$ cat config.mk
export PLATFORM = sky130hd
export DESIGN_NAME = header_overlay
export DESIGN_NICKNAME = d
export VERILOG_FILES = /design/src/rtl/header_overlay.sv
export SDC_FILE = /design/constraint.sdc
export NUM_CORES = 2
export LEC_CHECK = 0
export ABC_AREA = 1
export ABC_CLOCK_PERIOD_IN_PS = 4600
export CAP_MARGIN = 10
export CELL_PAD_IN_SITES_DETAIL_PLACEMENT = 1
export CELL_PAD_IN_SITES_GLOBAL_PLACEMENT = 2
export CORE_AREA = 2 2 565 567
export CTS_CLUSTER_SIZE = 8
export DETAILED_ROUTE_END_ITERATION = 10
export DIE_AREA = 0 0 567 569
export DONT_BUFFER_PORTS = 1
export PLACE_DENSITY_LB_ADDON = 0.1
export SLEW_MARGIN = 20
export SYNTH_ARGS = -nofsm -noshare
export SYNTH_HDL_FRONTEND = slang
export SYNTH_SLANG_ARGS = --single-unit
$ cat constraint.sdc
create_clock -name Clk -period 4.6 [get_ports Clk]
set_input_delay 0.23 -clock Clk [delete_from_list [all_inputs] [get_ports Clk]]
set_output_delay 0.23 -clock Clk [all_outputs]
set_load 0.02 [all_outputs]
$ cat src/rtl/header_overlay.sv
// rtl/header_overlay.sv - scaled 12x120 header text box overlay, 2-cycle pixel pipeline
// Optional frame blink of the text box under macro OVERLAY_BLINK_EN.
module header_overlay #(
  parameter int X0         = 160,
  parameter int Y0         = 16,
  parameter int SCALE_LOG2 = 1
) (
  input  logic          Clk,
  input  logic          Reset_n,
  input  logic          frame_start,
  input  logic [1439:0] pixel_map,
  input  logic [9:0]    DrawX,
  input  logic [9:0]    DrawY,
  input  logic          pixel_valid,
  output logic          text_on,
  output logic          text_valid
);

  localparam logic [11:0] BOX_W = 12'(120 << SCALE_LOG2);
  localparam logic [11:0] BOX_H = 12'(12 << SCALE_LOG2);
  localparam logic [10:0] X0_W  = 11'(X0);
  localparam logic [10:0] Y0_W  = 11'(Y0);

  logic [1439:0] shadow;
  logic [10:0]   dx, dy;
  logic          in_box_d;
  logic [6:0]    c_d;
  logic [3:0]    r_d;
  logic [6:0]    c_q;
  logic [3:0]    r_q;
  logic          in_box_q;
  logic          pixel_valid_q;
  logic [10:0]   row_base;
  logic [10:0]   bit_idx;
  logic          vis;
  logic          text_on_d;

  always_ff @(posedge Clk or negedge Reset_n) begin
    if (!Reset_n) begin
      shadow <= '0;
    end else if (frame_start) begin
      shadow <= pixel_map;
    end
  end

`ifdef OVERLAY_BLINK_EN
  logic [5:0] blink_cnt;

  always_ff @(posedge Clk or negedge Reset_n) begin
    if (!Reset_n) begin
      blink_cnt <= '0;
    end else if (frame_start) begin
      blink_cnt <= blink_cnt + 6'd1;
    end
  end

  assign vis = ~blink_cnt[5];
`else
  assign vis = 1'b1;
`endif

  // Negative offsets show up as bit 10 set; the box test is then done unsigned.
  assign dx = {1'b0, DrawX} - X0_W;
  assign dy = {1'b0, DrawY} - Y0_W;

  always_comb begin
    in_box_d = pixel_valid & ~dx[10] & ({1'b0, dx} < BOX_W)
                           & ~dy[10] & ({1'b0, dy} < BOX_H);
    c_d = '0;
    r_d = '0;
    if (in_box_d) begin
      c_d = 7'(dx >> SCALE_LOG2);
      r_d = 4'(dy >> SCALE_LOG2);
    end
  end

  always_ff @(posedge Clk or negedge Reset_n) begin
    if (!Reset_n) begin
      c_q           <= '0;
      r_q           <= '0;
      in_box_q      <= 1'b0;
      pixel_valid_q <= 1'b0;
    end else begin
      c_q           <= c_d;
      r_q           <= r_d;
      in_box_q      <= in_box_d;
      pixel_valid_q <= pixel_valid;
    end
  end

  // Row 0, column 0 is the MSB of the map.
  always_comb begin
    row_base  = 11'(r_q) * 11'd120;
    bit_idx   = 11'd1439 - row_base - 11'(c_q);
    text_on_d = in_box_q & shadow[bit_idx] & vis;
  end

  always_ff @(posedge Clk or negedge Reset_n) begin
    if (!Reset_n) begin
      text_on    <= 1'b0;
      text_valid <= 1'b0;
    end else begin
      text_on    <= text_on_d;
      text_valid <= pixel_valid_q;
    end
  end

endmodule

== Word-level counts from Yosys, hierarchy flattened ==
Cells that the tools add are included.

* Memories kept: 0
* Latch bits: 0
* Word-level logic and storage cells: 26
* Input bits: 1,464
* Register bits: 1,455
* Memory bits (writable): 0
* Bits in read-only memories: 0
* Output and inout bits: 2

* Multiply operators: 1
* Mux-type cells: 4
* Add/sub/neg operators: 4
* $lt $le $gt $ge: 3
* Equal/unequal tests: 0
* Bitwise operators: 7
* Divide/modulo/power cells: 0
* Shift-type cells: 0
* Reductions and logical operators: 0

{| class="wikitable"
|+ Operators by type and width
! kind !! number
|-
| < comparator 11 x 12 -> 1 bit, second input constant || 1
|-
| binary-select mux 1 bit (select 11 bit) || 1
|-
| < comparator 11 x 5 -> 1 bit, second input constant || 1
|-
| < comparator 11 x 8 -> 1 bit, second input constant || 1
|-
| subtractor 10 x 5 -> 11 bit, second input constant || 1
|-
| subtractor 10 x 8 -> 11 bit, second input constant || 1
|-
| subtractor 11 bit, first input constant || 1
|-
| subtractor 11 x 7 -> 11 bit || 1
|-
| multiplier 4 x 4 -> 8 bit, second input constant || 1
|-
| 2-to-1 mux 7 bit || 1
|-
| AND 1 bit || 5
|-
| 2-to-1 mux 4 bit || 1
|-
| inverter 1 bit || 2
|-
| 2-to-1 mux 1 bit || 1
|}

== Logic depth before layout (Yosys ltp) ==
* Depth in word-level cells: 7
* Depth in mapped cells: 22
* Depth with buffers taken out: 21

== Worst setup path before layout ==
Ideal clock, no wire load.

* Path kind: flip-flop to flip-flop
* From: register r_q[2]
* To: register text_on
* Period minus slack after synthesis: 3.827 ns
* Path slack: 0.773 ns
* Library setup time: 0.115 ns
* Path buffers: 0
* Data required time: 4.485 ns
* Stages on the path, launching flop included: 21
* Arrival time: 3.711 ns
* Path through: dfrtp_1 > inv_1 > fa_1 > fa_1 > inv_1 > fa_1 > inv_1 > ha_1 > ha_1 > a21oi_1 > inv_1 > a31oi_1 > or2_2 > nand2_1 > inv_1 > nand3_1 > nand3_1 > nand3_1 > nand2_1 > nor2_1 > nor2_1

* Cells in the longest elaborated chain, start to end: 6

{| class="wikitable"
|+ RTL lines
! item !! line !! text
|-
| from (decl) || 30 || <nowiki>logic [3:0] r_q;</nowiki>
|-
| from (signal assigned) || 85 || <nowiki>r_q <= r_d;</nowiki>
|-
| multiplier 4 x 4 -> 8 bit || 93 || <nowiki>row_base = 11'(r_q) * 11'd120;</nowiki>
|-
| subtractor 11 bit || 94 || <nowiki>bit_idx = 11'd1439 - row_base - 11'(c_q);</nowiki>
|-
| subtractor 11 x 7 -> 11 bit || 94 ||
|-
| binary-select mux 1 bit (select 11 bit) || 95 || <nowiki>text_on_d = in_box_q & shadow[bit_idx] & vis;</nowiki>
|-
| 2-to-1 mux 1 bit (implied by the code) || 95 ||
|-
| AND 1 bit || 95 ||
|-
| net text_on_d || 36 || <nowiki>logic text_on_d;</nowiki>
|-
| to (signal assigned) || 103 || <nowiki>text_on <= text_on_d;</nowiki>
|-
| to (decl) || 15 || <nowiki>output logic text_on,</nowiki>
|}

The timed path passes the listed nets, and every way through them passes these cells. The select of a mux whose other input is x is not followed.
A chain may end at the register's enable or synchronous reset.

== Worst setup path in the final report ==
* From: register r_q[0]
* To: register text_on

Same word-level chain as after synthesis.

==> results.md <==
- Status: finished, final reports clean
- CP Class: flop to flop
- I/O Buffers: 0
- HPWL after DPL: 261 mm
- CP arrival: 5.14 ns
- Period utilisation layout: 0.959
- DRT Wirelength: 368 mm
- Slowest CP cell: fa_1
- Pins Over Slew Limit: 0
- Worst hold slack: 0.0574 ns
- Yosys cell types: 33
- Worst EP required: 5.33 ns
- WL/cell: 27.2 µm
- Worst vdd ir: 0.276 mV
- First-pass GRT wire length: 519 mm
- Fraction of layout cells with a size suffix above 1: 0.147
- Largest fanout on the critical path: 12
- Drt drc: 0
- Die area: 0.323 mm²
- Synth area leader: dfrtp_1
- Fin crit period: 4.41 ns
- Crit path launch: r_q[0]$_DFF_PN0_
- Syn Nets: 8766
- Area share of the largest cell type after synthesis: 0.530
- Synth Cell Area: 0.0687 mm²
- Crit-path cells: inv_1 > fa_1 > fa_1 > inv_1 > fa_1 > inv_1 > ha_1 > ha_1 > buf_4 > nand3b_1 > nand2_2 > buf_12 > nand3_1 > nand3_1 > nand3_1 > nand2_1 > nand2_1 > nand2_1 > nor2_1
- RePlAce Congestion: 0.781
- Post-synthesis sequential area ratio: 0.530
- R2r startpoint: r_q[0]$_DFF_PN0_
- Via/cell ratio: 4.53
- Delay-heaviest family, CP: adder cells
- Ys Warns: 0
- LEAKAGE: 0.0432 µW
- Ranking of synthesized cells by area: dfrtp_1, mux2_2, nand2_1, o21ai_0, nand3_1
- Max Used Layer: met5
- Routed Antenna Nets: 0
- Tightest Pin Transition: 1.36 ns
- CP endpoint kind: flop
- CP bufs+invs: 5
- Die X: 567 µm
- Core area: 0.317 mm²
- Final Setup Violations: 0
- Global-route total usage across every layer: 0.223
- Post-Syn Area per Cell: 9.45 µm²
- WL met3: 16.3 mm
- Skew final: 0.0290 ns
- DR iter-0 viols: 2947
- Number of global-route vias before repair: 68100
- Max_cap viols: 0
- H-Tree Depth: 4
- Hold Startpoint: frame_start
- Clk slew on worst S/H paths: 0.06 ns
- Io pins: 1466
- Fin. Hold Viols: 0
- DR vias: 61200
- P per Cell Area: 341 mW/mm²
- Metal-1 WL: 157 mm
- Metal2 WL: 183 mm
- Fill cells: 35900
- Synthesized instance count: 7273
- Clock Sinks: 1455
- Rows: 207
- Vert. Die Dim: 569 µm
- CTS Buf Count: 210
- Initial antenna violation count: 285
- Largest net degree at the start of global routing: 202
- Nets: 10600
- Fmax: 227 MHz
- Synth Register Bits: 1455
- Slowest stage delay, CP: 0.52 ns
- Area growth, synth to finish: 45.9%
- Slew Limit Headroom: 0.0922
- Root buf cell: clkbuf_16
- Grt total ovfl: 0
- CTS tree: built
- Clk buf depth: 4
- Clk_lat worst skew: 0.85 ns
- Crit path launch type: flop
- Final core occ: 0.316
- Initial Utilization: 0.217
- Worst min-delay path class: input pin to flop
- Initial DRT Pass Iterations: 5
==> metal layers <==
layer / track usage / vias up
li1: - / 28000
met1: 0.277 / 30900
met2: 0.394 / 1600
met3: 0.0421 / 679
met4: 0.0592 / 118
met5: 0 / -
==> synthesized netlist by cell type, drive strengths merged <==
cell type  instances
o21ai            911
clkbuf           290
fa                 5
xnor2              2
nand2           1680
o21a               1
ha                24
nor2             119
dfrtp           1455
nor3b              1
o211ai            89
and2               1
mux2             939
nor4b              1
nand3b            46
xor2               6
inv              611
nor3               1
or2                1
nand3            462
buf              214
a21oi            403
a31oi              1
nand4             10
==> stage by stage <==
stage	std cells	cell area (µm²)	setup TNS [ns]	worst slack (ns)	total power, µW
after floorplan	7273	68700	0	0.773	16500
after global placement	11100	73800	-14.53	-0.419	17800
after detailed placement	11100	73900	-39.77	-0.378	17900
after CTS	13400	99700	0	0.0152	34700
after global routing	13500	100000	-0.000878	-0.000878	35700
final	13500	100000	0	0.189	34100
==> sequential cells by signal, indices dropped and copies added (netlist names) <==
name,cells
pixel_valid_q,1
c_q,7
text_valid,1
r_q,4
in_box_q,1
text_on,1
shadow,1440
==> final timing paths <==
check                                               end  slack [ns]  cells past startpoint
max in group asynchronous              c_q[0]$_DFF_PN0_        0.99                      8
worst min-delay path            shadow[231]$_DFFE_PN0P_        0.06                      3
worst max-delay path                  text_on$_DFF_PN0_        0.19                     19
worst max register to register        text_on$_DFF_PN0_        0.19                     19
worst min register to register     text_valid$_DFF_PN0_        0.36                      0
min in group asynchronous       shadow[528]$_DFFE_PN0P_        0.12                      3
==> logic make-up (layout without fill, tap and decap cells) <==
group           after synthesis  in the layout  synth area share
xor+xnor                      8              8           0.00102
flops                      1455           1455             0.530
simple gates               2322           2322             0.139
mux                         939            939             0.154
other cells                   0            153                 0
buf+inv                    1115           3038            0.0650
fa+ha+maj                    29             29           0.00583
compound gates             1405           1405             0.106
==> final cells by class <==
type | instances | area (µm²) | area share
Antenna cell | 153 | 383 | 0.00382
Clock buffer | 252 | 5540 | 0.0552
Clock inverter | 9 | 176 | 0.00176
Inverter | 611 | 2330 | 0.0232
Multi-Input combinational cell | 4703 | 27900 | 0.279
Sequential cell | 1455 | 36400 | 0.363
Tap cell | 4180 | 5230 | 0.0522
Timing Repair Buffer | 2166 | 22200 | 0.222
==> timing repair <==
item                       4_1_cts  5_1_grt
setup buffers                    0        1
setup endpoints to repair        1        1
hold buffers                  2010        0
resized for setup                4        9
hold endpoints to repair      1582        0
==> cells in the final DEF, fill, tap and decap left out, types with 4 or more instances in the layout <==
| cell type | count |
|---|---|
| buf_12 | 52 |
| nand4_1 | 10 |
| fa_1 | 5 |
| dlygate4sd3_1 | 2009 |
| diode_2 | 153 |
| buf_16 | 15 |
| clkbuf_16 | 213 |
| o211ai_1 | 89 |
| ha_1 | 23 |
| nand2_1 | 1675 |
| clkbuf_1 | 33 |
| clkbuf_8 | 6 |
| nor2_1 | 116 |
| buf_4 | 89 |
| nand3_1 | 458 |
| nand3b_1 | 46 |
| inv_1 | 603 |
| nand3_2 | 4 |
| mux2_2 | 939 |
| xor2_1 | 5 |
| a21oi_1 | 403 |
| dfrtp_1 | 1453 |
| o21ai_0 | 908 |
==> where the power goes <==
| part | internal, µW | switching, µW |
|---|---|---|
| Sequential | 14000 | 589 |
| Combinational | 2550 | 2320 |
| Clock | 8410 | 6230 |
==> worst reg2reg max path, stage by stage, from the launching register on <==
cell and delay (ns):
dfrtp_1 0.38, inv_1 0.09, fa_1 0.52, fa_1 0.50
inv_1 0.06, fa_1 0.48, inv_1 0.04, ha_1 0.27
ha_1 0.29, buf_4 0.15, nand3b_1 0.16, nand2_2 0.13
buf_12 0.25, nand3_1 0.31, nand3_1 0.27, nand3_1 0.12
nand2_1 0.09, nand2_1 0.05, nand2_1 0.05, nor2_1 0.07
(Power assumes the default switching activity.)
